<file path="src/rtl/vm_pkg.sv">
// rtl/vm_pkg.sv - shared state encoding and coin constants for the vending controller
package vm_pkg;

   typedef enum logic [1:0] {
      ST_IDLE   = 2'd0,
      ST_ACCUM  = 2'd1,
      ST_VEND   = 2'd2,
      ST_CHANGE = 2'd3
   } vm_state_t;

   localparam int HALF_V = 1;
   localparam int ONE_V  = 2;

   // coin inputs decoded as {one, half}
   localparam logic [1:0] COIN_NONE = 2'b00;
   localparam logic [1:0] COIN_HALF = 2'b01;
   localparam logic [1:0] COIN_ONE  = 2'b10;
   localparam logic [1:0] COIN_BOTH = 2'b11;

endpackage

</file>
<file path="src/rtl/vm_change_dispenser.sv">
// rtl/vm_change_dispenser.sv - pays a loaded amount out as one 1.0 or 0.5 coin pulse per cycle
module vm_change_dispenser
   import vm_pkg::*;
#(
   parameter int CW = 4
) (
   input  logic          sys_clk,
   input  logic          sys_rst,
   input  logic          load,
   input  logic [CW-1:0] amount,
   output logic          coin_one,
   output logic          coin_half,
   output logic [CW-1:0] next_amount,
   output logic          done
);

   logic [CW-1:0] owed;      // still owed, including the coin pulse shown this cycle
   logic [CW-1:0] upcoming;

   always_comb begin
      next_amount = '0;
      if (owed >= CW'(ONE_V))
         next_amount = owed - CW'(ONE_V);
      else if (owed >= CW'(HALF_V))
         next_amount = owed - CW'(HALF_V);
   end

   assign done     = (owed != '0) && (next_amount == '0);
   assign upcoming = load ? amount : next_amount;

   always_ff @(posedge sys_clk or posedge sys_rst) begin
      if (sys_rst) begin
         owed      <= '0;
         coin_one  <= 1'b0;
         coin_half <= 1'b0;
      end else begin
         owed      <= upcoming;
         coin_one  <= (upcoming >= CW'(ONE_V));
         coin_half <= (upcoming == CW'(HALF_V));
      end
   end

endmodule

</file>
<file path="src/rtl/vending_machine_param.sv">
// rtl/vending_machine_param.sv - credit-counting vending controller with refund, stock and sales count
module vending_machine_param
   import vm_pkg::*;
#(
   parameter int PRICE      = 4,
   parameter int CW         = 4,
   parameter int STOCK_INIT = 8,
   parameter int SW         = 4,
   parameter int SOLD_W     = 8
) (
   input  logic              sys_clk,
   input  logic              sys_rst,
   input  logic              pi_money_half,
   input  logic              pi_money_one,
   input  logic              pi_cancel,
   input  logic              pi_restock,
   output logic              po_cola,
   output logic              po_money_half,
   output logic              po_money_one,
   output logic              po_reject,
   output logic              po_busy,
   output logic              po_empty,
   output logic [CW-1:0]     po_credit,
   output logic [SOLD_W-1:0] po_sold
);

   vm_state_t         state, state_n;
   logic [CW-1:0]     credit, credit_n, coin_v, sum;
   logic [SW-1:0]     stock, stock_n;
   logic [SOLD_W-1:0] sold, sold_n;
   logic              coin_ok, cola_n, reject_n;
   logic              disp_load, disp_done;
   logic [CW-1:0]     disp_amount, disp_next;

   always_comb begin
      coin_v = '0;
      case ({pi_money_one, pi_money_half})
         COIN_HALF:            coin_v = CW'(HALF_V);
         COIN_ONE:             coin_v = CW'(ONE_V);
         COIN_NONE, COIN_BOTH: coin_v = '0;
      endcase
   end

   assign coin_ok = ((state == ST_IDLE) || (state == ST_ACCUM)) && (coin_v != '0) && (stock != '0);
   assign sum     = coin_ok ? credit + coin_v : credit;

   always_comb begin
      state_n     = state;
      credit_n    = credit;
      stock_n     = stock;
      sold_n      = sold;
      cola_n      = 1'b0;
      disp_load   = 1'b0;
      disp_amount = credit;
      reject_n    = (pi_money_half | pi_money_one) & ~coin_ok;
      case (state)
         ST_IDLE, ST_ACCUM: begin
            if (sum >= CW'(PRICE)) begin
               credit_n = sum - CW'(PRICE);
               stock_n  = stock - SW'(1);
               sold_n   = sold + SOLD_W'(1);
               cola_n   = 1'b1;
               state_n  = ST_VEND;
            end else if (pi_cancel && (sum != '0)) begin
               // cancel refunds the sum including a coin arriving on the same edge
               credit_n    = sum;
               disp_load   = 1'b1;
               disp_amount = sum;
               state_n     = ST_CHANGE;
            end else begin
               credit_n = sum;
               state_n  = (sum == '0) ? ST_IDLE : ST_ACCUM;
            end
         end
         ST_VEND: begin
            if (credit != '0) begin
               disp_load   = 1'b1;
               disp_amount = credit;
               state_n     = ST_CHANGE;
            end else begin
               state_n = ST_IDLE;
            end
         end
         ST_CHANGE: begin
            credit_n = disp_next;
            if (disp_done)
               state_n = ST_IDLE;
         end
         default: state_n = ST_IDLE;
      endcase
      if (pi_restock)
         stock_n = SW'(STOCK_INIT);
   end

   always_ff @(posedge sys_clk or posedge sys_rst) begin
      if (sys_rst) begin
         state     <= ST_IDLE;
         credit    <= '0;
         stock     <= SW'(STOCK_INIT);
         sold      <= '0;
         po_cola   <= 1'b0;
         po_reject <= 1'b0;
         po_busy   <= 1'b0;
         po_empty  <= 1'b0;
      end else begin
         state     <= state_n;
         credit    <= credit_n;
         stock     <= stock_n;
         sold      <= sold_n;
         po_cola   <= cola_n;
         po_reject <= reject_n;
         po_busy   <= (state_n == ST_VEND) || (state_n == ST_CHANGE);
         po_empty  <= (stock_n == '0);
      end
   end

   assign po_credit = credit;
   assign po_sold   = sold;

   vm_change_dispenser #(.CW(CW)) u_change (
      .sys_clk     (sys_clk),
      .sys_rst     (sys_rst),
      .load        (disp_load),
      .amount      (disp_amount),
      .coin_one    (po_money_one),
      .coin_half   (po_money_half),
      .next_amount (disp_next),
      .done        (disp_done)
   );

endmodule
</file>
<file path="config.mk">
export PLATFORM = sky130hd
export DESIGN_NAME = vending_machine_param
export DESIGN_NICKNAME = d
export VERILOG_FILES = /design/src/rtl/vm_pkg.sv /design/src/rtl/vm_change_dispenser.sv /design/src/rtl/vending_machine_param.sv
export SDC_FILE = /design/constraint.sdc
export NUM_CORES = 1
export LEC_CHECK = 0
export CORE_MARGIN = 1.5
export CORE_UTILIZATION = 55
export DETAILED_ROUTE_END_ITERATION = 7
export PLACE_DENSITY_LB_ADDON = 0.15
export REMOVE_ABC_BUFFERS = 1
export SETUP_SLACK_MARGIN = 0.4
export SYNTH_ARGS = -nofsm -noshare
export SYNTH_HDL_FRONTEND = slang
export SYNTH_SLANG_ARGS = --single-unit
export TNS_END_PERCENT = 1
</file>
<file path="constraint.sdc">
create_clock -name sys_clk -period 5.8 [get_ports sys_clk]
set_clock_uncertainty 0.05 [all_clocks]
set_input_delay 1.16 -clock sys_clk [delete_from_list [all_inputs] [get_ports sys_clk]]
set_output_delay 1.16 -clock sys_clk [all_outputs]
set_load 0.005 [all_outputs]
</file>
-- Yosys cells after proc, flatten, opt, wreduce, memory -nomap -nowiden
Index checks and enable logic that the tools add are counted.
- muxes and demuxes: 25
- $lt $le $gt $ge: 4
- bitwise operators: 3
- eq/ne operators: 9
- reduce and logical (&&, ||, !) cells: 20
- $add $sub $neg: 6
- operator list (operator ; count):
    4-bit two-way mux ; 11
    4-bit nonzero test ; 5
    2-bit == test (second input constant) ; 6
    4-bit zero test ; 3
    4-bit case mux with 3 select lines ; 1
    8-bit by 1-bit adder with 8-bit output (second input constant) ; 1
    4-bit by 2-bit >= comparator with 1-bit output (second input constant) ; 2
    2-bit two-way mux ; 4
    4-bit case mux with 2 select lines ; 1
    4-bit by 1-bit subtractor with 4-bit output (second input constant) ; 2
    1-bit two-way mux ; 6
    2-bit case mux with 3 select lines ; 1
    4-bit adder ; 1
    2-bit by 1-bit == test with 1-bit output (second input constant) ; 2
    4-bit by 1-bit == test with 1-bit output (second input constant) ; 1
    4-bit by 1-bit >= comparator with 1-bit output (second input constant) ; 1
    4-bit by 3-bit >= comparator with 1-bit output (second input constant) ; 1
    1-bit logical AND ; 4
    2-bit zero test ; 2
    2-bit OR reduction ; 2
    4-bit by 2-bit subtractor with 4-bit output (second input constant) ; 1
    4-bit by 3-bit subtractor with 4-bit output (second input constant) ; 1
    1-bit logical OR ; 2
    1-bit case mux with 2 select lines ; 1
    other kinds (5) ; 5
- register bits after elaboration: 28
- output and inout port bits: 18
- word-level logic and storage cells: 78
- input bits: 6

-- Longest topological paths before layout
Gate-level depths: netlist of the first run.
- word-level depth: 14
- depth in mapped cells: 14
- gate-level depth less buffers: 13

-- Cells and area by module
From an unflattened synthesis of the first run, not the netlist that was laid out.
- cell total of the unflattened synthesis: 190
- area total of the unflattened synthesis: 1761.7 um2
- by module, submodules not included (module ; cells each ; times used ; seq. area each (um2) ; area an instance (um2)):
    vending_machine_param ; 145 ; 1 ; 526.8 ; 1310.0
    vm_change_dispenser ; 45 ; 1 ; 150.1 ; 451.7

-- Worst setup path before layout of the first run
No wires, ideal clock.
- kind: input to register
- start: in pi_money_one
- end: reg stock[1]
- data arrival time: 3.627 ns
- required time: 5.656 ns
- stages: 14
- slack: 2.028 ns
- path buffers: 1
- library setup time: 0.094 ns
- cell sequence: inv_1 -> ha_1 -> ha_1 -> inv_1 -> fa_1 -> or3b_1 -> nand2b_1 -> xnor2_1 -> ha_1 -> o21ai_0 -> a21oi_4 -> buf_6 -> nor2_1 -> a211oi_1
- longest elaborated chain between the ends: 11
- elaborated cells on any way between the ends: 15
- classes of those cells: add/sub (1); order compare (1); eq/ne (3); mux (5); reduce/logical (5)
- ends and longest elaborated chain (element ; line ; source):
    start, declared ; vending_machine_param.sv:14 ; input logic pi_money_one,
    2-bit == test / 2-bit zero test (equally long branches) ; vending_machine_param.sv:37 ; case ({pi_money_one, pi_money_half})
    2-bit OR reduction ; vending_machine_param.sv:37 ;
    4-bit case mux with 3 select lines (*) ; vending_machine_param.sv:37 ;
    parallel branches: the longest is 3 deep, another holds 4-bit adder ; n/a ;
    4-bit two-way mux (*) ; vending_machine_param.sv:45 ; assign sum = coin_ok ? credit + coin_v : credit;
    4-bit by 3-bit >= comparator with 1-bit output (*) ; vending_machine_param.sv:58 ; if (sum >= CW'(PRICE)) begin
    4-bit two-way mux (*) ; vending_machine_param.sv:58 ;
    4-bit two-way mux (*) ; vending_machine_param.sv:56 ; case (state)
    4-bit two-way mux (*) ; vending_machine_param.sv:91 ; if (pi_restock)
    named net stock_n[1] ; vending_machine_param.sv:29 ; logic [SW-1:0] stock, stock_n;
    end signal, assigned ; vending_machine_param.sv:99 ; stock <= SW'(STOCK_INIT);
    end signal, assigned ; vending_machine_param.sv:108 ; stock <= stock_n;
    end, declared ; vending_machine_param.sv:29 ;
Mark *: on every way through the listed nets, which the timed path passes. The select of a mux whose other input is x is not followed.
A chain may end at the register's enable or synchronous reset.

-- Final worst setup path of the first run
- start: in pi_money_one
- end: reg sold[1] (netlist: po_sold[1])
- longest elaborated chain between the ends: 9
- elaborated cells on any way between the ends: 13
- classes of those cells: add/sub (1); order compare (1); eq/ne (3); mux (2); reduce/logical (6)
- ends and longest elaborated chain (element ; line ; source):
    2-bit == test / 2-bit zero test (equally long branches) ; vending_machine_param.sv:37 ;
    2-bit OR reduction ; vending_machine_param.sv:37 ;
    4-bit case mux with 3 select lines (*) ; vending_machine_param.sv:37 ;
    parallel branches: the longest is 3 deep, another holds 4-bit adder ; n/a ;
    4-bit two-way mux (*) ; vending_machine_param.sv:45 ;
    4-bit by 3-bit >= comparator with 1-bit output (*) ; vending_machine_param.sv:58 ;
    2-bit AND reduction (no line) (*) ; n/a ;
    end signal, assigned ; vending_machine_param.sv:109 ; sold <= sold_n;
    end, declared ; vending_machine_param.sv:30 ; logic [SOLD_W-1:0] sold, sold_n;
Every way passes the cells marked *. The select of a mux whose other input is x is not followed.

==> impl_metrics.prom, run 1 <==
# TYPE chip_impl_metric gauge
chip_impl_metric{name="clkSinkCount",unit=""} 27
chip_impl_metric{name="drt_first_pass_iters",unit=""} 4
chip_impl_metric{name="layout.nets",unit=""} 220
chip_impl_metric{name="filler_cell_count",unit=""} 218
chip_impl_metric{name="synth-seq-cells",unit=""} 27
chip_impl_metric{name="cts_buffer_depth",unit=""} 2
chip_impl_metric{name="pwr-share-clk",unit="%"} 7.3
chip_impl_metric{name="number_of_global_route_vias_before_repair",unit=""} 1363
chip_impl_metric{name="holdBufCountCts",unit=""} 0
chip_impl_info{name="slowest_cell_on_crit_path",value="a21oi_4"} 1
chip_impl_metric{name="worst_slew_margin_rel",unit="%"} 34.0
chip_impl_info{name="sort_of_element_at_the_end_of_the_critical_path",value="flip-flop"} 1
chip_impl_info{name="worstReg2RegStart",value="po_credit[0]$_DFFE_PP0P_"} 1
chip_impl_metric{name="antenna-diode-count",unit=""} 0
chip_impl_metric{name="swShare",unit="%"} 45.3
chip_impl_metric{name="ant_nets",unit=""} 0
chip_impl_metric{name="io_pins",unit=""} 24
chip_impl_metric{name="min_period",unit="ps"} 4320
chip_impl_info{name="crit_path_start_kind",value="primary input"} 1
chip_impl_metric{name="routedWlPerCell",unit="µm"} 15.1
chip_impl_metric{name="synth.distinct_cells",unit=""} 52
chip_impl_metric{name="crit_fanout",unit=""} 19
chip_impl_metric{name="post_route_cells_drive_above_1_share",unit="%"} 9.09
chip_impl_metric{name="wire_length_of_the_first_global_routing_pass",unit="µm"} 6120
chip_impl_info{name="library_cell_with_the_largest_summed_area_after_synthesis",value="dfrtp_1"} 1
chip_impl_metric{name="max_freq",unit="GHz"} 0.232
chip_impl_metric{name="drt_first_iter_violations",unit=""} 112
chip_impl_metric{name="ff2ff_path_depth",unit=""} 10
chip_impl_metric{name="synth-edff-count",unit=""} 0
chip_impl_metric{name="timing.final.max_slew_violations",unit=""} 0
chip_impl_metric{name="grt_antenna_before_repair",unit=""} 0
chip_impl_metric{name="p_int",unit="mW"} 0.609
chip_impl_metric{name="globalRoute.totalOverflow",unit=""} 0
chip_impl_metric{name="grt_max_degree",unit=""} 28
chip_impl_info{name="netlist_top_cells_area",value="dfrtp_1, ha_1, xnor2_1"} 1
chip_impl_metric{name="vias_per_cell",unit=""} 5.88
chip_impl_metric{name="clk_transition_reported_paths",unit="ps"} 150
chip_impl_metric{name="total_number_of_vias",unit=""} 1424
chip_impl_info{name="clockRootBuffer",value="clkbuf_4"} 1
chip_impl_metric{name="detailed_place_hpwl",unit="µm"} 2800
chip_impl_metric{name="fin_total_pwr",unit="mW"} 1.11
chip_impl_info{name="cp_endpoint",value="po_sold[1]$_DFFE_PP0P_"} 1
chip_impl_metric{name="p_leak",unit="nW"} 0.884
chip_impl_metric{name="netSwitchingPower",unit="mW"} 0.506
chip_impl_metric{name="critical_path_max_stage_delay",unit="ps"} 500
chip_impl_metric{name="p_per_area",unit="mW/mm²"} 551
chip_impl_info{name="worst_setup_path_startpoint",value="pi_money_one"} 1
chip_impl_metric{name="drc_violations_left",unit=""} 0
chip_impl_metric{name="yosys.area.top_type_share",unit="%"} 37.4
chip_impl_metric{name="synth.avg_cell_area",unit="µm²"} 9.88
chip_impl_metric{name="worst_skew_pair.late_latency",unit="ps"} 320
chip_impl_metric{name="synth_warnings",unit=""} 0
chip_impl_metric{name="core-area",unit="mm²"} 0.00303
chip_impl_metric{name="ff2ff_setup_slack",unit="ps"} 2470
chip_impl_metric{name="multiInputGateArea",unit="µm²"} 990
chip_impl_metric{name="cap_viol_max_count",unit=""} 0
chip_impl_info{name="status",value="finished clean"} 1
chip_impl_metric{name="placement_rows",unit=""} 20
chip_impl_metric{name="floorplan.die.height",unit="µm"} 59.2
chip_impl_info{name="hold_path_class",value="flip-flop to flip-flop"} 1
chip_impl_metric{name="seq_area",unit="µm²"} 677
chip_impl_metric{name="comb_power_share",unit="%"} 58.3
chip_impl_info{name="category_of_the_most_critical_setup_path",value="primary input to flip-flop"} 1
chip_impl_metric{name="fin_tns_setup",unit="ps"} 0
chip_impl_info{name="tritoncts",value="built"} 1
chip_impl_metric{name="final_wirelength",unit="µm"} 3660
chip_impl_metric{name="gp_congestion",unit=""} 0.911
chip_impl_metric{name="port_buffers",unit=""} 23
chip_impl_metric{name="synth-seq-area-share",unit="%"} 38.9
chip_impl_metric{name="floorplan.initialDensity",unit="%"} 57.4
chip_impl_metric{name="cts.htree.levels",unit=""} 1
chip_impl_info{name="critical_path_cell_by_cell",value="clkdlybuf4s50_1 -> inv_1 -> ha_1 -> ha_1 -> inv_1 -> fa_1 -> or3b_1 -> nand2b_1 -> xnor2_1 -> ha_1 -> o21ai_0 -> a21oi_4 -> mux2_2"} 1
chip_impl_metric{name="postSynth.asyncResetShare",unit="%"} 100
chip_impl_metric{name="synthesis.area",unit="mm²"} 0.00174
chip_impl_info{name="dominantRegCellSynth",value="dfrtp_1"} 1
chip_impl_metric{name="cp_data_required_time",unit="ps"} 5960
chip_impl_info{name="r2r-end",value="po_sold[1]$_DFFE_PP0P_"} 1
chip_impl_info{name="rsz0062_at_grt",value="false"} 1
chip_impl_metric{name="timing.final.setup_violations",unit=""} 0
chip_impl_metric{name="postSynthCellCount",unit=""} 176
chip_impl_metric{name="design.die.area",unit="mm²"} 0.00351
chip_impl_metric{name="cts.repair_timing.setup_buffer_count",unit=""} 0
chip_impl_metric{name="tightest_slew",unit="ps"} 989
chip_impl_metric{name="layout-area-overhead-vs-synth",unit="%"} 16.3
chip_impl_metric{name="timing.final.hold_violations",unit=""} 0
chip_impl_metric{name="cts-buffers-inserted",unit=""} 3
chip_impl_metric{name="die_width",unit="µm"} 59.2
chip_impl_metric{name="final.period_utilization",unit="%"} 74.4
chip_impl_info{name="critical_path.most_common_cell",value="ha_1"} 1
chip_impl_metric{name="global_route.usage.total",unit="%"} 22.8
chip_impl_metric{name="peakVddDrop",unit="µV"} 256
chip_impl_metric{name="power.share.sequential",unit="%"} 34.4
chip_impl_metric{name="post_cts_repair_resize_count",unit=""} 0
chip_impl_metric{name="worst_ep_arrival_time",unit="ps"} 4480
cell usage after synthesis (2+ instances only):
cell       n
nand4_1    6
nor3_1     4
mux2_2     4
nor2_1    15
and3_1     4
xor2_1     2
clkbuf_1   3
inv_1     12
nand2_1   14
a221o_1    2
nand3_1    3
nand2b_1   3
ha_1      14
a21oi_1    9
o31ai_1    3
nor2b_1    2
a32oi_1    2
xnor2_1    9
o21ai_0    6
dfrtp_1   26
or3b_1     2
critical path, delay by kind of cell:
family | cells | cell delay (ps)
adders and majority gates | 4 | 820
AOI/OAI and AO/OA | 2 | 700
and+or+nand+nor | 2 | 650
buffers and inverters | 3 | 570
muxes | 1 | 390
xor gates and xnor gates | 1 | 180
cell usage in the layout (no fill, tap or decap), drive strengths merged, types with 3 or more instances in the layout:
cell	instances
nand3	3
clkbuf	4
mux2	4
a21oi	11
nor3	4
nand4	6
xnor2	9
nand2b	3
inv	12
and3	4
dfrtp	26
ha	14
o31ai	3
o21ai	6
nor2	15
clkdlybuf4s50	23
nand2	14
per-layer routing:
layer | global-route usage (%) | share of wire (%)
met5 | 0 | 0
met1 | 30.9 | 44
met3 | 3.49 | 5.3
met2 | 36.9 | 49
met4 | 8.12 | 1.5
power by group through the flow:
stage               sequential, mW  combinational (mW)  clock, mW
floorplan                    0.361               0.438          0
global placement             0.378               0.617          0
detailed placement           0.385               0.641          0
CTS                          0.381               0.647     0.0825
global route                 0.398               0.719     0.0923
finish                       0.384               0.650     0.0815
how the worst min path moves through the flow:
stage / from / to / cells after the start
3_3_place_gp: po_sold[7]$_DFFE_PP0P_ / po_sold[7]$_DFFE_PP0P_ / 1
6_report: po_sold[7]$_DFFE_PP0P_ / po_sold[7]$_DFFE_PP0P_ / 1
2_1_floorplan: po_sold[7]$_DFFE_PP0P_ / po_sold[7]$_DFFE_PP0P_ / 1
4_1_cts: po_sold[7]$_DFFE_PP0P_ / po_sold[7]$_DFFE_PP0P_ / 1
5_1_grt: po_sold[7]$_DFFE_PP0P_ / po_sold[7]$_DFFE_PP0P_ / 1
3_5_place_dp: po_sold[7]$_DFFE_PP0P_ / po_sold[7]$_DFFE_PP0P_ / 1
sequential cells by signal, summed over array words and instances (netlist names):
| register | flops |
|---|---|
| po_credit | 4 |
| u_change.owed | 4 |
| state | 1 |
| po_sold | 8 |
| u_change.coin_one | 1 |
| u_change.coin_half | 1 |
| stock | 4 |
| po_reject | 1 |
| po_busy | 1 |
| po_cola | 1 |
| po_empty | 1 |
logic make-up (layout without fill, tap and decap cells):
kind of cell    count (synthesis)  count (layout)  share of synthesized area, %
mux                             4               4                          2.59
compound gates                 37              37                          16.2
xor+xnor                       11              11                          5.54
fa+ha+maj                      15              15                          11.2
flops                          27              27                          38.9
buf+inv                        17              39                          4.17
simple gates                   65              65                          21.4
area by class of cell:
class	count	area share, %
repair buffers	23	11.4
inverters	12	2.23
flip-flops and latches	27	33.5
multi-input cells	132	48.9
clock buffers	4	1.30
well taps	44	2.72
metrics by stage:
step / hold WS, ps / std cells / cell area (µm²) / utilization, % / worst slack (ps)
final: 431 / 242 / 2020 / 66.8 / 1480
after global routing: 459 / 242 / 2020 / 66.8 / 1250
after CTS: 438 / 242 / 2020 / 66.8 / 1470
after global placement: 412 / 238 / 2000 / 66.0 / 1310
after floorplan: 418 / 171 / 1710 / - / 1900
after detailed placement: 419 / 238 / 2000 / 66.0 / 1150
Power figures use the tool's default switching activity.
==> run 2, diff against run 1 <==
--- a/config.mk
+++ b/config.mk
@@ -6,7 +6,7 @@
 export NUM_CORES = 1
 export LEC_CHECK = 0
 export CORE_MARGIN = 1.5
-export CORE_UTILIZATION = 55
+export CORE_UTILIZATION = 54
 export DETAILED_ROUTE_END_ITERATION = 7
 export PLACE_DENSITY_LB_ADDON = 0.15
 export REMOVE_ABC_BUFFERS = 1
==> constraint.sdc (replaced) <==
create_clock -name sys_clk -period 4.2 [get_ports sys_clk]
set_clock_uncertainty 0.05 [all_clocks]
set_input_delay 0.84 -clock sys_clk [delete_from_list [all_inputs] [get_ports sys_clk]]
set_output_delay 0.84 -clock sys_clk [all_outputs]
set_load 0.005 [all_outputs]
==> run 2 against run 1 <==
Net effect: sequential share of layout area fell by 1.1 points; critical path depth did not move; combinational power rose by 47%; via count rose by 0.56%; non-clock buffer count rose by 6; clock power rose by 44%; sequential power rose by 38%; count of clock-buffer cells in the layout fell by 1; register-to-register slack got worse by 1300 ps; final area rose by 3.5%; die area rose by 1.8%; critical path type unchanged; largest power group unchanged.
==> impl_metrics.prom, run 2 (synthesis results as in run 1) <==
# TYPE chip_impl_metric gauge
chip_impl_info{name="status",value="finished clean"} 1
chip_impl_metric{name="die_width",unit="µm"} 59.8
chip_impl_info{name="mostFrequentLayoutCells",value="dfrtp_1, clkdlybuf4s50_1, nor2_1"} 1
chip_impl_metric{name="routedWlPerCell",unit="µm"} 15.5
chip_impl_metric{name="p_leak",unit="nW"} 0.934
chip_impl_info{name="layout_commonest_cell",value="dfrtp_1"} 1
chip_impl_metric{name="swShare",unit="%"} 45.0
chip_impl_metric{name="grt_max_degree",unit=""} 28
chip_impl_metric{name="placement_rows",unit=""} 20
chip_impl_info{name="category_of_the_most_critical_setup_path",value="primary input to flip-flop"} 1
chip_impl_metric{name="grt_use_met1",unit="%"} 31.5
chip_impl_metric{name="p_per_area",unit="mW/mm²"} 764
chip_impl_metric{name="design.die.area",unit="mm²"} 0.00357
chip_impl_metric{name="post_route_cells_drive_above_1_share",unit="%"} 14.2
chip_impl_info{name="grt.busiest_layer",value="met2"} 1
chip_impl_metric{name="multiInputGateArea",unit="mm²"} 0.00101
chip_impl_metric{name="netSwitchingPower",unit="mW"} 0.720
chip_impl_metric{name="seq_area",unit="µm²"} 677
chip_impl_metric{name="tightest_slew",unit="ps"} 1010
chip_impl_metric{name="filler_cell_count",unit=""} 270
chip_impl_metric{name="drc_violations_left",unit=""} 0
chip_impl_metric{name="vias_per_cell",unit=""} 5.77
chip_impl_metric{name="fin_tns_setup",unit="ps"} 0
chip_impl_metric{name="cts.htree.levels",unit=""} 1
chip_impl_metric{name="drt_first_pass_iters",unit=""} 4
chip_impl_metric{name="fin_total_pwr",unit="mW"} 1.60
chip_impl_metric{name="worst_skew_pair.late_latency",unit="ps"} 330
chip_impl_metric{name="core-area",unit="mm²"} 0.00305
chip_impl_metric{name="clkSinkCount",unit=""} 27
chip_impl_info{name="worst_hold_startpoint",value="po_sold[7]$_DFFE_PP0P_"} 1
chip_impl_metric{name="peakVddDrop",unit="µV"} 484
chip_impl_metric{name="final_wirelength",unit="µm"} 3850
chip_impl_metric{name="port_buffers",unit=""} 23
chip_impl_metric{name="timing.final.hold_violations",unit=""} 0
chip_impl_metric{name="final.period_utilization",unit="%"} 87.3
chip_impl_metric{name="clk_transition_reported_paths",unit="ps"} 150
chip_impl_info{name="clockRootBuffer",value="clkbuf_4"} 1
chip_impl_metric{name="layout.nets",unit=""} 226
chip_impl_metric{name="min_period",unit="ps"} 3670
chip_impl_metric{name="largest_reg_flops",unit=""} 8
chip_impl_metric{name="cts_buffer_depth",unit=""} 2
chip_impl_info{name="rsz0062_at_grt",value="false"} 1
chip_impl_metric{name="globalRoute.totalOverflow",unit=""} 0
chip_impl_metric{name="pwr-share-clk",unit="%"} 7.3
chip_impl_info{name="crit_path_start_kind",value="primary input"} 1
chip_impl_metric{name="crit_fanout",unit=""} 9
chip_impl_metric{name="floorplan.initialDensity",unit="%"} 57.0
chip_impl_metric{name="cts-buffers-inserted",unit=""} 3
chip_impl_info{name="tritoncts",value="built"} 1
chip_impl_metric{name="number_of_global_route_vias_before_repair",unit=""} 1384
chip_impl_metric{name="grt_use_met3",unit="%"} 3.03
chip_impl_metric{name="gp_congestion",unit=""} 0.869
chip_impl_metric{name="detailed_place_hpwl",unit="µm"} 2760
chip_impl_metric{name="worst_slew_margin_rel",unit="%"} 32.5
chip_impl_metric{name="gr-usage-met2",unit="%"} 40.8
chip_impl_metric{name="cap_viol_max_count",unit=""} 0
chip_impl_metric{name="cp_data_required_time",unit="ps"} 4390
chip_impl_metric{name="max_freq",unit="GHz"} 0.273
chip_impl_info{name="sort_of_element_at_the_end_of_the_critical_path",value="flip-flop"} 1
chip_impl_info{name="hold_path_class",value="flip-flop to flip-flop"} 1
chip_impl_metric{name="comb_power_share",unit="%"} 59.7
chip_impl_metric{name="p_int",unit="mW"} 0.879
chip_impl_metric{name="floorplan.die.height",unit="µm"} 59.8
chip_impl_metric{name="global_route.usage.total",unit="%"} 23.9
chip_impl_metric{name="antenna-diode-count",unit=""} 0
chip_impl_metric{name="timing.final.max_slew_violations",unit=""} 0
chip_impl_metric{name="grt_antenna_before_repair",unit=""} 0
chip_impl_info{name="worstReg2RegStart",value="po_credit[0]$_DFFE_PP0P_"} 1
chip_impl_metric{name="ant_nets",unit=""} 0
chip_impl_metric{name="drt_first_iter_violations",unit=""} 67
chip_impl_metric{name="timing.final.setup_violations",unit=""} 0
chip_impl_metric{name="io_pins",unit=""} 24
chip_impl_metric{name="worst_ep_arrival_time",unit="ps"} 3850
chip_impl_metric{name="power.share.sequential",unit="%"} 33.0
chip_impl_info{name="worst_setup_path_startpoint",value="pi_money_one"} 1
chip_impl_metric{name="total_number_of_vias",unit=""} 1432
chip_impl_metric{name="wire_length_of_the_first_global_routing_pass",unit="µm"} 6510
chip_impl_metric{name="final_core_utilization",unit="%"} 68.6
chip_impl_metric{name="layout-area-overhead-vs-synth",unit="%"} 20.4
## run 2: cell count changes in the layout (fill, tap and decap cells not counted), sizes merged
cell    change
buf         +6
clkbuf      -1
clkinv      +1
## run 2: final timing paths
kind	cells past startpoint	slack [ps]	endpoint
min reg2reg	1	430	po_sold[7]$_DFFE_PP0P_
min	1	430	po_sold[7]$_DFFE_PP0P_
max reg2reg	10	1200	po_empty$_DFF_PP0_
min in group asynchronous	2	980	po_sold[3]$_DFFE_PP0P_
max	13	530	po_empty$_DFF_PP0_
max in group asynchronous	2	2520	po_busy$_DFF_PP0_
## run 2: routing by layer
metal  part of all wire (%)  wire length, µm
met5                      0                0
met4                    1.0               40
met3                    2.9              112
met2                     52             2020
met1                     44             1680
## run 2: cell type report
class	instances	share of cell area (%)
Tap cell	44	2.63
Timing Repair Buffer	29	13.3
Clock inverter	1	0.239
Clock buffer	3	1.08
Multi-Input combinational cell	132	48.3
Sequential cell	27	32.3
Inverter	12	2.15
## run 2: repair_timing
item / in CTS / in global routing
setup buffers: 0 / 2
setup endpoints to repair: 0 / 13
gates resized for setup: 0 / 6
hold buffers: 0 / 0
## run 2: power groups by stage
| stage | registers [mW] | logic, mW | clock network, mW |
|---|---|---|---|
| floorplan | 0.499 | 0.605 | 0 |
| detailed placement | 0.528 | 0.904 | 0 |
| global placement | 0.519 | 0.874 | 0 |
| CTS | 0.521 | 0.911 | 0.118 |
| global route | 0.550 | 1.07 | 0.125 |
| finish | 0.528 | 0.955 | 0.117 |
## run 2: per-stage QoR
stage | hold WS [ps] | cell area (µm²) | setup WS, ps | cells
final | 435 | 2090 | 535 | 248
after global routing | 467 | 2090 | 404 | 248
after CTS | 439 | 2050 | 408 | 246
after detailed placement | 418 | 2030 | 76.3 | 242
after global placement | 410 | 2030 | 201 | 242
after floorplan | 418 | 1710 | 624 | 171
## run 2: critical path, stage by stage
cell             delay, ps
clkdlybuf4s50_1        420
inv_1                   90
ha_1                   150
ha_1                   160
inv_1                   50
fa_1                   340
or3b_1                 410
or4_4                  550
o211ai_4               170
a21oi_4                130
buf_6                  170
and3_1                 170
o211a_1                200
==> run 3, diff against run 2 <==
--- a/config.mk
+++ b/config.mk
@@ -6,8 +6,9 @@
 export NUM_CORES = 1
 export LEC_CHECK = 0
 export CORE_MARGIN = 1.5
-export CORE_UTILIZATION = 54
+export CORE_UTILIZATION = 55
 export DETAILED_ROUTE_END_ITERATION = 7
+export DONT_BUFFER_PORTS = 1
 export PLACE_DENSITY_LB_ADDON = 0.15
 export REMOVE_ABC_BUFFERS = 1
 export SETUP_SLACK_MARGIN = 0.4
==> constraint.sdc (replaced) <==
create_clock -name sys_clk -period 3.37 [get_ports sys_clk]
set_clock_uncertainty 0.05 [all_clocks]
set_input_delay 0.674 -clock sys_clk [delete_from_list [all_inputs] [get_ports sys_clk]]
set_output_delay 0.674 -clock sys_clk [all_outputs]
set_load 0.005 [all_outputs]
==> run 3 against run 2 <==
Net effect: hold slack got worse by 92 ps; critical path depth is 2 lower; utilization decreased by 3.9 points; die area is 1.7% lower; combinational power up 16%; wire length shrank 3.1%; sequential power grew 25%; sequential share of layout area grew 2.4 points; non-clock buffer count is 16 lower.
==> impl_metrics.prom, run 3 (synthesis results as in run 1) <==
# TYPE chip_impl_metric gauge
chip_impl_info{name="status",value="finished clean"} 1
chip_impl_metric{name="vias_per_cell",unit=""} 5.94
chip_impl_info{name="slowest_cell_on_crit_path",value="or4_4"} 1
chip_impl_metric{name="total_number_of_vias",unit=""} 1379
chip_impl_metric{name="drt_first_pass_iters",unit=""} 4
chip_impl_metric{name="swShare",unit="%"} 45.8
chip_impl_metric{name="layout-area-overhead-vs-synth",unit="%"} 12.7
chip_impl_metric{name="clkSinkCount",unit=""} 27
chip_impl_metric{name="ant_nets",unit=""} 0
chip_impl_info{name="min_to",value="stock[2]$_DFF_PP0_"} 1
chip_impl_metric{name="hold-worst-slack",unit="ps"} 342
chip_impl_metric{name="filler_cell_count",unit=""} 232
chip_impl_metric{name="p_leak",unit="nW"} 0.878
chip_impl_metric{name="io_pins",unit=""} 24
chip_impl_metric{name="final_wirelength",unit="µm"} 3730
chip_impl_metric{name="layout.nets",unit=""} 210
chip_impl_metric{name="worst_skew_pair.late_latency",unit="ps"} 320
chip_impl_metric{name="largest_reg_flops",unit=""} 8
chip_impl_metric{name="power.share.sequential",unit="%"} 34.5
chip_impl_info{name="rsz0062_at_grt",value="false"} 1
chip_impl_metric{name="p_int",unit="mW"} 1.03
chip_impl_metric{name="floorplan.die.height",unit="µm"} 59.2
chip_impl_metric{name="timing.final.setup_violations",unit=""} 0
chip_impl_info{name="worstReg2RegStart",value="po_credit[0]$_DFFE_PP0P_"} 1
chip_impl_metric{name="global_route.usage.total",unit="%"} 22.3
chip_impl_info{name="layout_commonest_cell",value="dfrtp_1"} 1
chip_impl_metric{name="final.period_utilization",unit="%"} 85.9
chip_impl_metric{name="place_inst",unit=""} 224
chip_impl_metric{name="pwr-share-clk",unit="%"} 7.2
chip_impl_metric{name="clk_transition_reported_paths",unit="ps"} 140
chip_impl_info{name="r2r-end",value="po_empty$_DFF_PP0_"} 1
chip_impl_metric{name="worst_ep_arrival_time",unit="ps"} 3070
chip_impl_metric{name="antenna-diode-count",unit=""} 0
chip_impl_metric{name="final_core_utilization",unit="%"} 64.7
chip_impl_metric{name="gp_congestion",unit=""} 0.924
chip_impl_metric{name="ff2ff_path_depth",unit=""} 10
chip_impl_metric{name="routedWlPerCell",unit="µm"} 16.1
chip_impl_info{name="hold_path_class",value="primary input to flip-flop"} 1
chip_impl_info{name="crit_path_start_kind",value="primary input"} 1
chip_impl_metric{name="tightest_slew",unit="ps"} 1030
chip_impl_metric{name="number_of_global_route_vias_before_repair",unit=""} 1334
chip_impl_info{name="mostFrequentLayoutCells",value="dfrtp_1, nor2_1, nand2_1"} 1
chip_impl_metric{name="hold-path-cell-count",unit=""} 1
chip_impl_info{name="clockRootBuffer",value="clkbuf_4"} 1
chip_impl_metric{name="cts.htree.levels",unit=""} 1
chip_impl_metric{name="floorplan.initialDensity",unit="%"} 57.4
chip_impl_metric{name="grt_max_degree",unit=""} 28
chip_impl_metric{name="drc_violations_left",unit=""} 0
chip_impl_metric{name="netSwitchingPower",unit="mW"} 0.875
chip_impl_metric{name="crit_fanout",unit=""} 8
chip_impl_metric{name="wire_length_of_the_first_global_routing_pass",unit="µm"} 5930
chip_impl_metric{name="drt_first_iter_violations",unit=""} 77
chip_impl_metric{name="holdBufCountCts",unit=""} 0
chip_impl_metric{name="detailed_place_hpwl",unit="µm"} 2700
chip_impl_metric{name="placement_rows",unit=""} 20
chip_impl_metric{name="ff2ff_setup_slack",unit="ps"} 510
chip_impl_metric{name="max_freq",unit="GHz"} 0.345
chip_impl_info{name="worst_hold_startpoint",value="pi_restock"} 1
chip_impl_metric{name="comb_power_share",unit="%"} 58.3
chip_impl_info{name="category_of_the_most_critical_setup_path",value="primary input to flip-flop"} 1
chip_impl_info{name="sort_of_element_at_the_end_of_the_critical_path",value="flip-flop"} 1
chip_impl_metric{name="min_period",unit="ps"} 2900
chip_impl_metric{name="grt_antenna_before_repair",unit=""} 0
chip_impl_metric{name="post_route_cells_drive_above_1_share",unit="%"} 22.3
chip_impl_metric{name="p_per_area",unit="mW/mm²"} 974
chip_impl_metric{name="die_width",unit="µm"} 59.2
chip_impl_metric{name="fin_tns_setup",unit="ps"} 0
chip_impl_info{name="critical_path_cell_by_cell",value="inv_1 -> ha_1 -> inv_1 -> fa_2 -> or3b_4 -> or4_4 -> o211ai_4 -> a21oi_4 -> buf_6 -> and3_1 -> o211a_1"} 1
chip_impl_metric{name="core-area",unit="mm²"} 0.00303
chip_impl_metric{name="fin_total_pwr",unit="mW"} 1.91
chip_impl_info{name="tritoncts",value="built"} 1
chip_impl_metric{name="timing.final.max_slew_violations",unit=""} 0
chip_impl_metric{name="critical_path_max_stage_delay",unit="ps"} 540
chip_impl_metric{name="cap_viol_max_count",unit=""} 0
chip_impl_metric{name="design.die.area",unit="mm²"} 0.00351
chip_impl_metric{name="port_buffers",unit=""} 0
chip_impl_metric{name="cts-buffers-inserted",unit=""} 3
chip_impl_info{name="critical_path.most_common_cell",value="inv_1"} 1
chip_impl_metric{name="timing.final.hold_violations",unit=""} 0
chip_impl_metric{name="worst_slew_margin_rel",unit="%"} 31.5
chip_impl_metric{name="peakVddDrop",unit="µV"} 455
chip_impl_metric{name="cp_data_required_time",unit="ps"} 3550
chip_impl_metric{name="globalRoute.totalOverflow",unit=""} 0
chip_impl_metric{name="post_layout_nonfiller_instances",unit=""} 232
chip_impl_metric{name="cts_buffer_depth",unit=""} 2
-- run 3: cell count changes in the layout (fill, tap and decap cells not counted), sizes merged --
cell / change
clkdlybuf4s50: -23
buf: +7
clkbuf: +1
clkinv: -1
-- run 3: metal layers --
layer | up-vias | global-route usage [%] | part of all wire [%]
li1 | 660 | - | -
met1 | 668 | 29.7 | 43
met2 | 45 | 36.6 | 50
met3 | 6 | 3.28 | 5.3
met4 | 0 | 8.77 | 1.4
met5 | - | 0 | 0
-- run 3: timing repair --
| item | 4_1_cts | 5_1_grt |
|---|---|---|
| pin swaps | 1 | 6 |
| gates resized for setup | 6 | 11 |
| endpoints found under the setup margin | 12 | 14 |
| setup buffers | 1 | 3 |
-- run 3: final cells by class --
class	instances	area [µm²]	share of cell area (%)
clock buffer	4	26.3	1.34
inverter	12	45.0	2.30
multi-input combinational	132	1050	53.5
sequential	27	679	34.7
tap	44	55.1	2.81
timing repair buffer	13	105	5.36
-- run 3: per-stage QoR --
step,worst slack [ps],area (µm²)
after global placement,19.1,1830
after CTS,409,1880
after global routing,399,1960
final,474,1960
after detailed placement,-63.5,1830
after floorplan,-40.0,1710
-- run 3: power groups by stage --
stage               registers (mW)  logic (mW)  clock network (mW)
floorplan                    0.622       0.754                   0
global placement             0.653       0.992                   0
detailed placement           0.654        1.01                   0
CTS                          0.648        1.05               0.146
global route                 0.684        1.25               0.154
finish                       0.658        1.11               0.138
-- run 3: how the worst max path moves through the flow --
| stage | start | end | slack [ps] | cells after the start |
|---|---|---|---|---|
| detailed placement | pi_money_one | po_empty$_DFF_PP0_ | -60 | 14 |
| finish | pi_money_half | po_empty$_DFF_PP0_ | 470 | 11 |
| floorplan | pi_money_one | po_sold[1]$_DFFE_PP0P_ | -40 | 12 |
| global route | pi_money_one | po_sold[4]$_DFFE_PP0P_ | 400 | 14 |
| CTS | pi_money_one | po_empty$_DFF_PP0_ | 410 | 12 |
| global placement | pi_money_one | po_empty$_DFF_PP0_ | 20 | 14 |
-- run 3: critical path, delay by kind of cell --
family                   cells  cell delay [ps]
AO/OA/AOI/OAI                3              460
AND/OR/NAND/NOR              3             1120
buffers and inverters        3              280
adder cells (fa/ha/maj)      2              530
